`config.mk`:
```
export PLATFORM = sky130hd
export DESIGN_NAME = bsram_byte_ctrl
export DESIGN_NICKNAME = d
export VERILOG_FILES = /design/src/rtl/bsram_byte_ctrl.sv
export SDC_FILE = /design/constraint.sdc
export NUM_CORES = 1
export LEC_CHECK = 0
export ABC_CLOCK_PERIOD_IN_PS = 3550
export CORE_MARGIN = 8
export CORE_UTILIZATION = 51
export CTS_CLUSTER_DIAMETER = 100
export DETAILED_ROUTE_END_ITERATION = 8
export PLACE_DENSITY = 0.93
export SETUP_SLACK_MARGIN = 0.15
export SLEW_MARGIN = 25
export SYNTH_ARGS = -nofsm -noshare
export SYNTH_HDL_FRONTEND = slang
export SYNTH_SLANG_ARGS = --single-unit
```
`constraint.sdc`:
```
create_clock -name clk -period 3.55 [get_ports clk]
set_input_delay 0.355 -clock clk [delete_from_list [all_inputs] [get_ports clk]]
set_output_delay 0.355 -clock clk [all_outputs]
set_load 0.05 [all_outputs]
```
`src/rtl/bsram_byte_ctrl.sv`:
```
// Byte-stream controller in front of a single-port block RAM: a two-byte address
// preamble loads the pointer, following bytes are written at an auto-incrementing pointer.
// Latency: writes reach the RAM port one cycle after acceptance; read data returns RD_LAT+1 cycles after rd_req is accepted.
// Backpressure: wr_ready/rd_ready drop while a read is in flight and during start; a presented write beats a read.
//
// Ports:
//   clk, rst_n               clock, async active-low reset
//   start                    new transaction pulse, re-arms the address preamble
//   wr_valid/wr_data/wr_ready incoming byte stream (address bytes then data bytes)
//   rd_req/rd_ready          read request handshake (reads at ptr, then ptr++)
//   rd_valid/rd_data         returned read byte; rd_data holds between pulses
//   ptr                      current address pointer
//   mem_ce/mem_wre/mem_addr/mem_din/mem_dout  registered RAM port
module bsram_byte_ctrl #(
  parameter int ADDR_W = 14,
  parameter int DATA_W = 8,
  parameter int RD_LAT = 1
) (
  input  logic              clk,
  input  logic              rst_n,
  input  logic              start,
  input  logic              wr_valid,
  input  logic [DATA_W-1:0] wr_data,
  output logic              wr_ready,
  input  logic              rd_req,
  output logic              rd_ready,
  output logic              rd_valid,
  output logic [DATA_W-1:0] rd_data,
  output logic [ADDR_W-1:0] ptr,
  output logic              mem_ce,
  output logic              mem_wre,
  output logic [ADDR_W-1:0] mem_addr,
  output logic [DATA_W-1:0] mem_din,
  input  logic [DATA_W-1:0] mem_dout
);

  localparam int HI_W = ADDR_W - 8;

  typedef enum logic [1:0] {
    S_IDLE,
    S_ADDR_HI,
    S_ADDR_LO,
    S_DATA
  } state_t;

  state_t            state;
  logic [1:0]        rd_cnt;   // counts down through the cycles a read occupies the RAM path
  logic [DATA_W-1:0] rd_hold;
  logic              rd_pend;
  logic              wr_acc;
  logic              rd_acc;

  assign rd_pend  = (rd_cnt != 2'd0);
  assign wr_ready = !rd_pend && !start;
  // A byte in IDLE is discarded and never touches the RAM, so it does not block a read.
  assign rd_ready = !rd_pend && !start && !(wr_valid && (state != S_IDLE));
  assign wr_acc   = wr_valid && wr_ready;
  assign rd_acc   = rd_req && rd_ready;

  // The RAM output is only valid in the rd_valid cycle, so pass it straight through
  // then and present the captured copy afterwards.
  assign rd_data  = rd_valid ? mem_dout : rd_hold;

  always_ff @(posedge clk or negedge rst_n) begin
    if (!rst_n) begin
      state    <= S_IDLE;
      ptr      <= '0;
      mem_ce   <= 1'b0;
      mem_wre  <= 1'b0;
      mem_addr <= '0;
      mem_din  <= '0;
      rd_valid <= 1'b0;
      rd_hold  <= '0;
      rd_cnt   <= 2'd0;
    end else begin
      mem_ce  <= 1'b0;
      mem_wre <= 1'b0;

      if (start) begin
        state <= S_ADDR_HI;
      end else if (wr_acc) begin
        case (state)
          S_ADDR_HI: begin
            ptr[ADDR_W-1:8] <= wr_data[HI_W-1:0];
            state           <= S_ADDR_LO;
          end
          S_ADDR_LO: begin
            ptr[7:0] <= wr_data[7:0];
            state    <= S_DATA;
          end
          S_DATA: begin
            mem_ce   <= 1'b1;
            mem_wre  <= 1'b1;
            mem_addr <= ptr;
            mem_din  <= wr_data;
            ptr      <= ptr + 1'b1;
          end
          default: ;
        endcase
      end

      // rd_ready excludes a concurrent DATA-state write, so this never collides
      // with the write issue above.
      if (rd_acc) begin
        mem_ce   <= 1'b1;
        mem_wre  <= 1'b0;
        mem_addr <= ptr;
        ptr      <= ptr + 1'b1;
      end

      if (rd_acc)
        rd_cnt <= 2'(RD_LAT + 1);
      else if (rd_pend)
        rd_cnt <= rd_cnt - 2'd1;

      rd_valid <= (rd_cnt == 2'd2);
      if (rd_valid)
        rd_hold <= mem_dout;
    end
  end

endmodule

```
[Yosys cells after proc, flatten, opt, wreduce, memory -nomap -nowiden]
Cells that the tools add are included.
Storage, ports and cells
  register bits: 51
  output and inout bits: 49
Operators by class
  $add $sub $neg: 2
  equal/unequal tests: 5
  mux-type cells: 20
  bitwise logic cells: 1
  reductions and logical operators: 22
Operators by type and width (count)
  two-way mux 14 bit: 7
  case mux 8 bit (2 select lines): 1
  adder 14 x 1 -> 14 bit, second input constant: 1
  case mux 6 bit (2 select lines): 1
  AND reduction 3 bit: 4
  nonzero test 2 bit: 6
  nonzero test 3 bit: 3
  two-way mux 2 bit: 4
  two-way mux 8 bit: 1
  == test 2 bit, second input constant: 3
  logical AND 1 bit: 5
  two-way mux 1 bit: 5
  case mux 2 bit (2 select lines): 1
  zero test 1 bit: 3
  == test 2 x 1 -> 1 bit, second input constant: 1
  inequality test 2 x 1 -> 1 bit, second input constant: 1
  AND reduction 2 bit: 1
  subtractor 2 x 1 -> 2 bit, second input constant: 1
  NOT 1 bit: 1

[Depth between registers and ports, before layout]
  depth after elaboration: 7
  gate-level depth with buffers: 8

[Least setup slack after synthesis]
No wires, ideal clock.
  path type: register to register
  from: reg ptr[0]
  to: reg ptr[12]
  setup time: 0.124 ns
  arrival time: 1.866 ns
  data required time: 3.426 ns
  setup slack: 1.560 ns
  cell stages (with the launch flop): 6
  path through: dfrtp_1 -> ha_1 -> nand3_1 -> nor4_1 -> o21ai_0 -> a211o_1
On the way
  cells in the longest elaborated chain, start to end: 5
RTL lines
  start, declared: line 29  | output logic [ADDR_W-1:0] ptr,
  start signal, assigned by index: line 84  | ptr[ADDR_W-1:8] <= wr_data[HI_W-1:0];
  start signal, assigned: line 88  | ptr[7:0] <= wr_data[7:0];
  start signal, assigned: line 96  | ptr <= ptr + 1'b1;
  adder 14 x 1 -> 14 bit *: line 96, 108
  case mux 6 bit (2 select lines): line 82  | case (state)
  two-way mux 14 bit: line 81  | end else if (wr_acc) begin
  two-way mux 14 bit: line 79  | if (start) begin
  two-way mux 14 bit *: line 104  | if (rd_acc) begin
Mark *: on every way between the ends. The rest lies on a longest branch, timed or not. The select of a mux whose other input is x is not followed.
A chain may end at the register's enable or synchronous reset.

[Worst setup path in the final report]
  from: reg rd_cnt[0]
  to: out rd_ready
On the way
  cells in the longest elaborated chain, start to end: 4
RTL lines
  start, declared: line 47  | logic [1:0] rd_cnt;
  start signal, assigned: line 112  | rd_cnt <= 2'(RD_LAT + 1);
  start signal, assigned: line 114  | rd_cnt <= rd_cnt - 2'd1;
  nonzero test 2 bit: line 53  | assign rd_pend = (rd_cnt != 2'd0);
  zero test 1 bit: line 56  | assign rd_ready = !rd_pend && !start && !(wr_valid && (state != S_IDLE));
  logical AND 1 bit (2 in series): line 56
  end, declared: line 26  | output logic rd_ready,
No other way between the ends.

==> summary.txt <==
Clocking
  – CTS hold repair buffers: 0
  – CTS tree: yes
  – Worst-skew pair later-pin latency: 0.31 ns
  – Clk buf depth: 2
  – CTS Buf Count: 5
  – Worst-path clk slew: 0.09 ns
  – Post-CTS setup buffer count: 0
  – CTS Sinks: 51
  – H-Tree Level Count: 2
  – Cells resized by post-CTS repair: 0
  – Clk root buf: clkbuf_8

Hold path
  – Classification of the worst-slack hold path: input pin to async pin

Yosys
  – Post-Synth Adder-Cell Area: under 10%
  – Synth Instances: approximately 200
  – Xor/xnor share of the synthesized area: 0.358%
  – Mux contribution to synthesized area: ~17%
  – Syn nets: 226
  – Leading cell types by count after synthesis: dfrtp_1 (51), mux2_2 (15), inv_1 (10), o21ai_0 (10), nand3_1 (9)
  – Synth Flop Type: dfrtp_1
  – Post-synthesis cell area: 0.00245 mm2
  – Top-count cell post-synth: dfrtp_1
  – Largest family of logic cells by synthesized area: multiplexers
  – Post-synthesis sequential area ratio: 52.1%
  – EDFF count, synth: 0
  – Total number of yosys warnings: 0
  – Top cell type's share of synthesized area: between 50% and 60%
  – Synth area leaders: dfrtp_1 (52%), mux2_2 (6.9%), mux2_4 (4.9%), mux2i_1 (2.9%), mux2_1 (2.8%)
  – Asr flop ratio synth: 100%
  – Post-Synth Simple-Gate Area: under 10%
  – Post-Syn Area per Cell: 12.1 um2
  – Synth Area in Compound Gates: between 10% and 20%
  – Unique masters post-synth: 46
  – FF+latch count, synth: 51
  – Synth area leader: dfrtp_1

Setup path
  – Reg2reg path depth: 6
  – Crit-path max FO: 11
  – WP data required: 3.19 ns
  – Largest stage delay on the critical path: 0.80 ns
  – Crit-path slowest cell: clkdlybuf4s50_1
  – Crit path capture type: output port
  – Data arrival, critical path: 2.44 ns
  – Setup Crit Path Kind: register to output port
  – Critical Path Source Type: register
  – Cell Chain, Critical Path: inv_1 > ha_1 > and2b_1 > and2_1 > clkdlybuf4s50_1

Power and ir drop
  – Clock share of power: 9.9%
  – Pleak: 1.39 nW
  – Internal: 1.66 mW
  – Comb pwr share: 58.7%
  – Sequential share of power: a little under a third
  – Sw frac: 50.1%
  – Cell Pwr Density: 1030 mW/mm2
  – Peak VDD IR: 505 uV
  – Net switching power: 1.66 mW

Die
  – IO Pins: 70
  – Die height: 85.3 um
  – Die ar.: just over 0.007 mm2
  – Row count: 25
  – Starting Density: 52.2%
  – Die width: 85.3 um
  – Placeable Area: 0.00469 mm2

STA
  – Rel. slew slack: 33.8%
  – Fin crit share: between 70 and 80%
  – Worst-Margin Slew: a little under 1 ns
  – Hold Vio Cnt, Final: 0
  – Final setup viols: 0
  – RSZ-0062 raised after global routing: no
  – Peak Freq: 357 MHz
  – Crit path time final: 2.80 ns
  – Pins Over Slew Limit: 0
  – Clk_skew: 0.00885 ns
  – Setup TNS: 0 ns

Cells and area
  – Area Growth Syn to Fin: 32.0%
  – Fillcell total: ~370
  – Antenna Cells: 0
  – Post-layout nets: roughly 300
  – Multi-input gate area: 0.00107 mm2
  – Fraction of layout cells with a size suffix above 1: 14.0%
  – Reg area: 0.00128 mm2
  – Final instance area: 0.00323 mm2

Place
  – GPL Wtd Cong: around 0.84
  – Placement Cell Area: 0.00315 mm2
  – Detailed Place HPWL: 4.36 mm
  – IO buf count: 69

Job
  – Max Cap Violations: 0

Global routing
  – First-pass GRT wire length: approximately 9.6 mm
  – Vias in the first global route: approximately 2k
  – Largest net degree at the start of global routing: 34
  – Initial antenna violation count: 0
  – Grt ovf: 0
  – GRT Util Overall: 16.3%

Detailed routing
  – Final WL: 5.87 mm
  – Via-to-Cell Ratio: 5.90
  – Drt initial violations: 150
  – Via Count: roughly 1.9k
  – Detail Route Antenna Nets: 0
  – DRC Markers: 0
  – Drt wl/cell: 18.0 um
  – Drt first pass iters: 4

Outcome
  – Run status: completed
-- power groups by stage --
stage / Combinational [mW] / Sequential (mW) / Clock (mW)
finish: 1.95 / 1.04 / 0.329
global route: 2.05 / 1.08 / 0.356
CTS: 1.97 / 1.05 / 0.335
detailed placement: 1.96 / 1.06 / 0
global placement: 1.93 / 1.04 / 0
floorplan: 0.766 / 1.61 / 0
-- per-stage QoR --
step / hold slack (ns) / std cells / setup slack [ns] / power [mW] / utilization, %
final: 0.109 / 326 / 0.752 / 3.32 / 68.9
after global routing: 0.175 / 326 / 0.640 / 3.48 / 68.9
after CTS: 0.133 / 326 / 0.743 / 3.35 / 68.9
after detailed placement: 0.468 / 318 / 0.794 / 3.02 / 67.1
after global placement: 0.443 / 318 / 0.909 / 2.97 / 67.1
after floorplan: 0.0594 / 202 / 1.56 / 2.37 / -
-- cells in the final DEF, fill, tap and decap left out, types with 5 or more instances in the layout --
cell type	netlist	layout
o21ai_0	10	10
a21oi_1	8	8
nor4_1	6	6
mux2_1	6	6
o21ai_1	5	5
mux2_2	15	15
dfrtp_1	51	51
inv_1	10	10
clkbuf_8	0	5
nand2_1	7	7
nand3_1	9	9
mux2i_1	7	7
mux2_4	8	8
clkdlybuf4s50_1	0	68
-- final cells by class --
class | instances | share of cell area (%)
repair buffers | 71 | 21.7
clock buffers | 6 | 2.24
flip-flops and latches | 51 | 39.5
inverters | 10 | 1.16
clock inverters | 2 | 0.387
well taps | 54 | 2.09
multi-input cells | 132 | 33.0
-- critical path: cells and delay by family, from the launching register on --
kind          cells  cell delay, ns
buf+inv           2            0.89
simple gates      2            0.57
flops             1            0.40
fa+ha+maj         1            0.29
-- layer usage --
metal  global-route usage [%]  vias up  part of all wire (%)
met1                     18.8      945                    42
met4                     5.25        0                   1.6
met3                     6.85       11                   9.4
met5                        0        -                     0
met2                     26.8       78                    47
li1                         -      891                     -
-- state kept, by name (all words and copies together) (netlist names) --
register and cells:
mem_addr 14, mem_ce 1, mem_din 8, mem_wre 1, ptr 14, rd_cnt 2
rd_hold 8, rd_valid 1, state 2
-- cells by family after synthesis --
family	Yosys count
fa+ha+maj	3
simple gates	42
flops	51
xor+xnor	1
mux	36
buf+inv	19
compound gates	50
-- path summary, 6_finish.rpt --
path,startpoint,end,slack (ns)
min,rst_n,mem_ce$_DFF_PN0_,0.11
min in group clk,mem_addr[0]$_DFFE_PN0P_,mem_addr[0]$_DFFE_PN0P_,0.50
max reg2reg,rd_cnt[0]$_DFFE_PN0P_,mem_addr[3]$_DFFE_PN0P_,0.88
max in group asynchronous,rst_n,mem_din[4]$_DFFE_PN0P_,2.69
max,rd_cnt[0]$_DFFE_PN0P_,rd_ready,0.75
min reg2reg,mem_addr[0]$_DFFE_PN0P_,mem_addr[0]$_DFFE_PN0P_,0.50
Note: power is estimated with default switching activity, not from simulation.
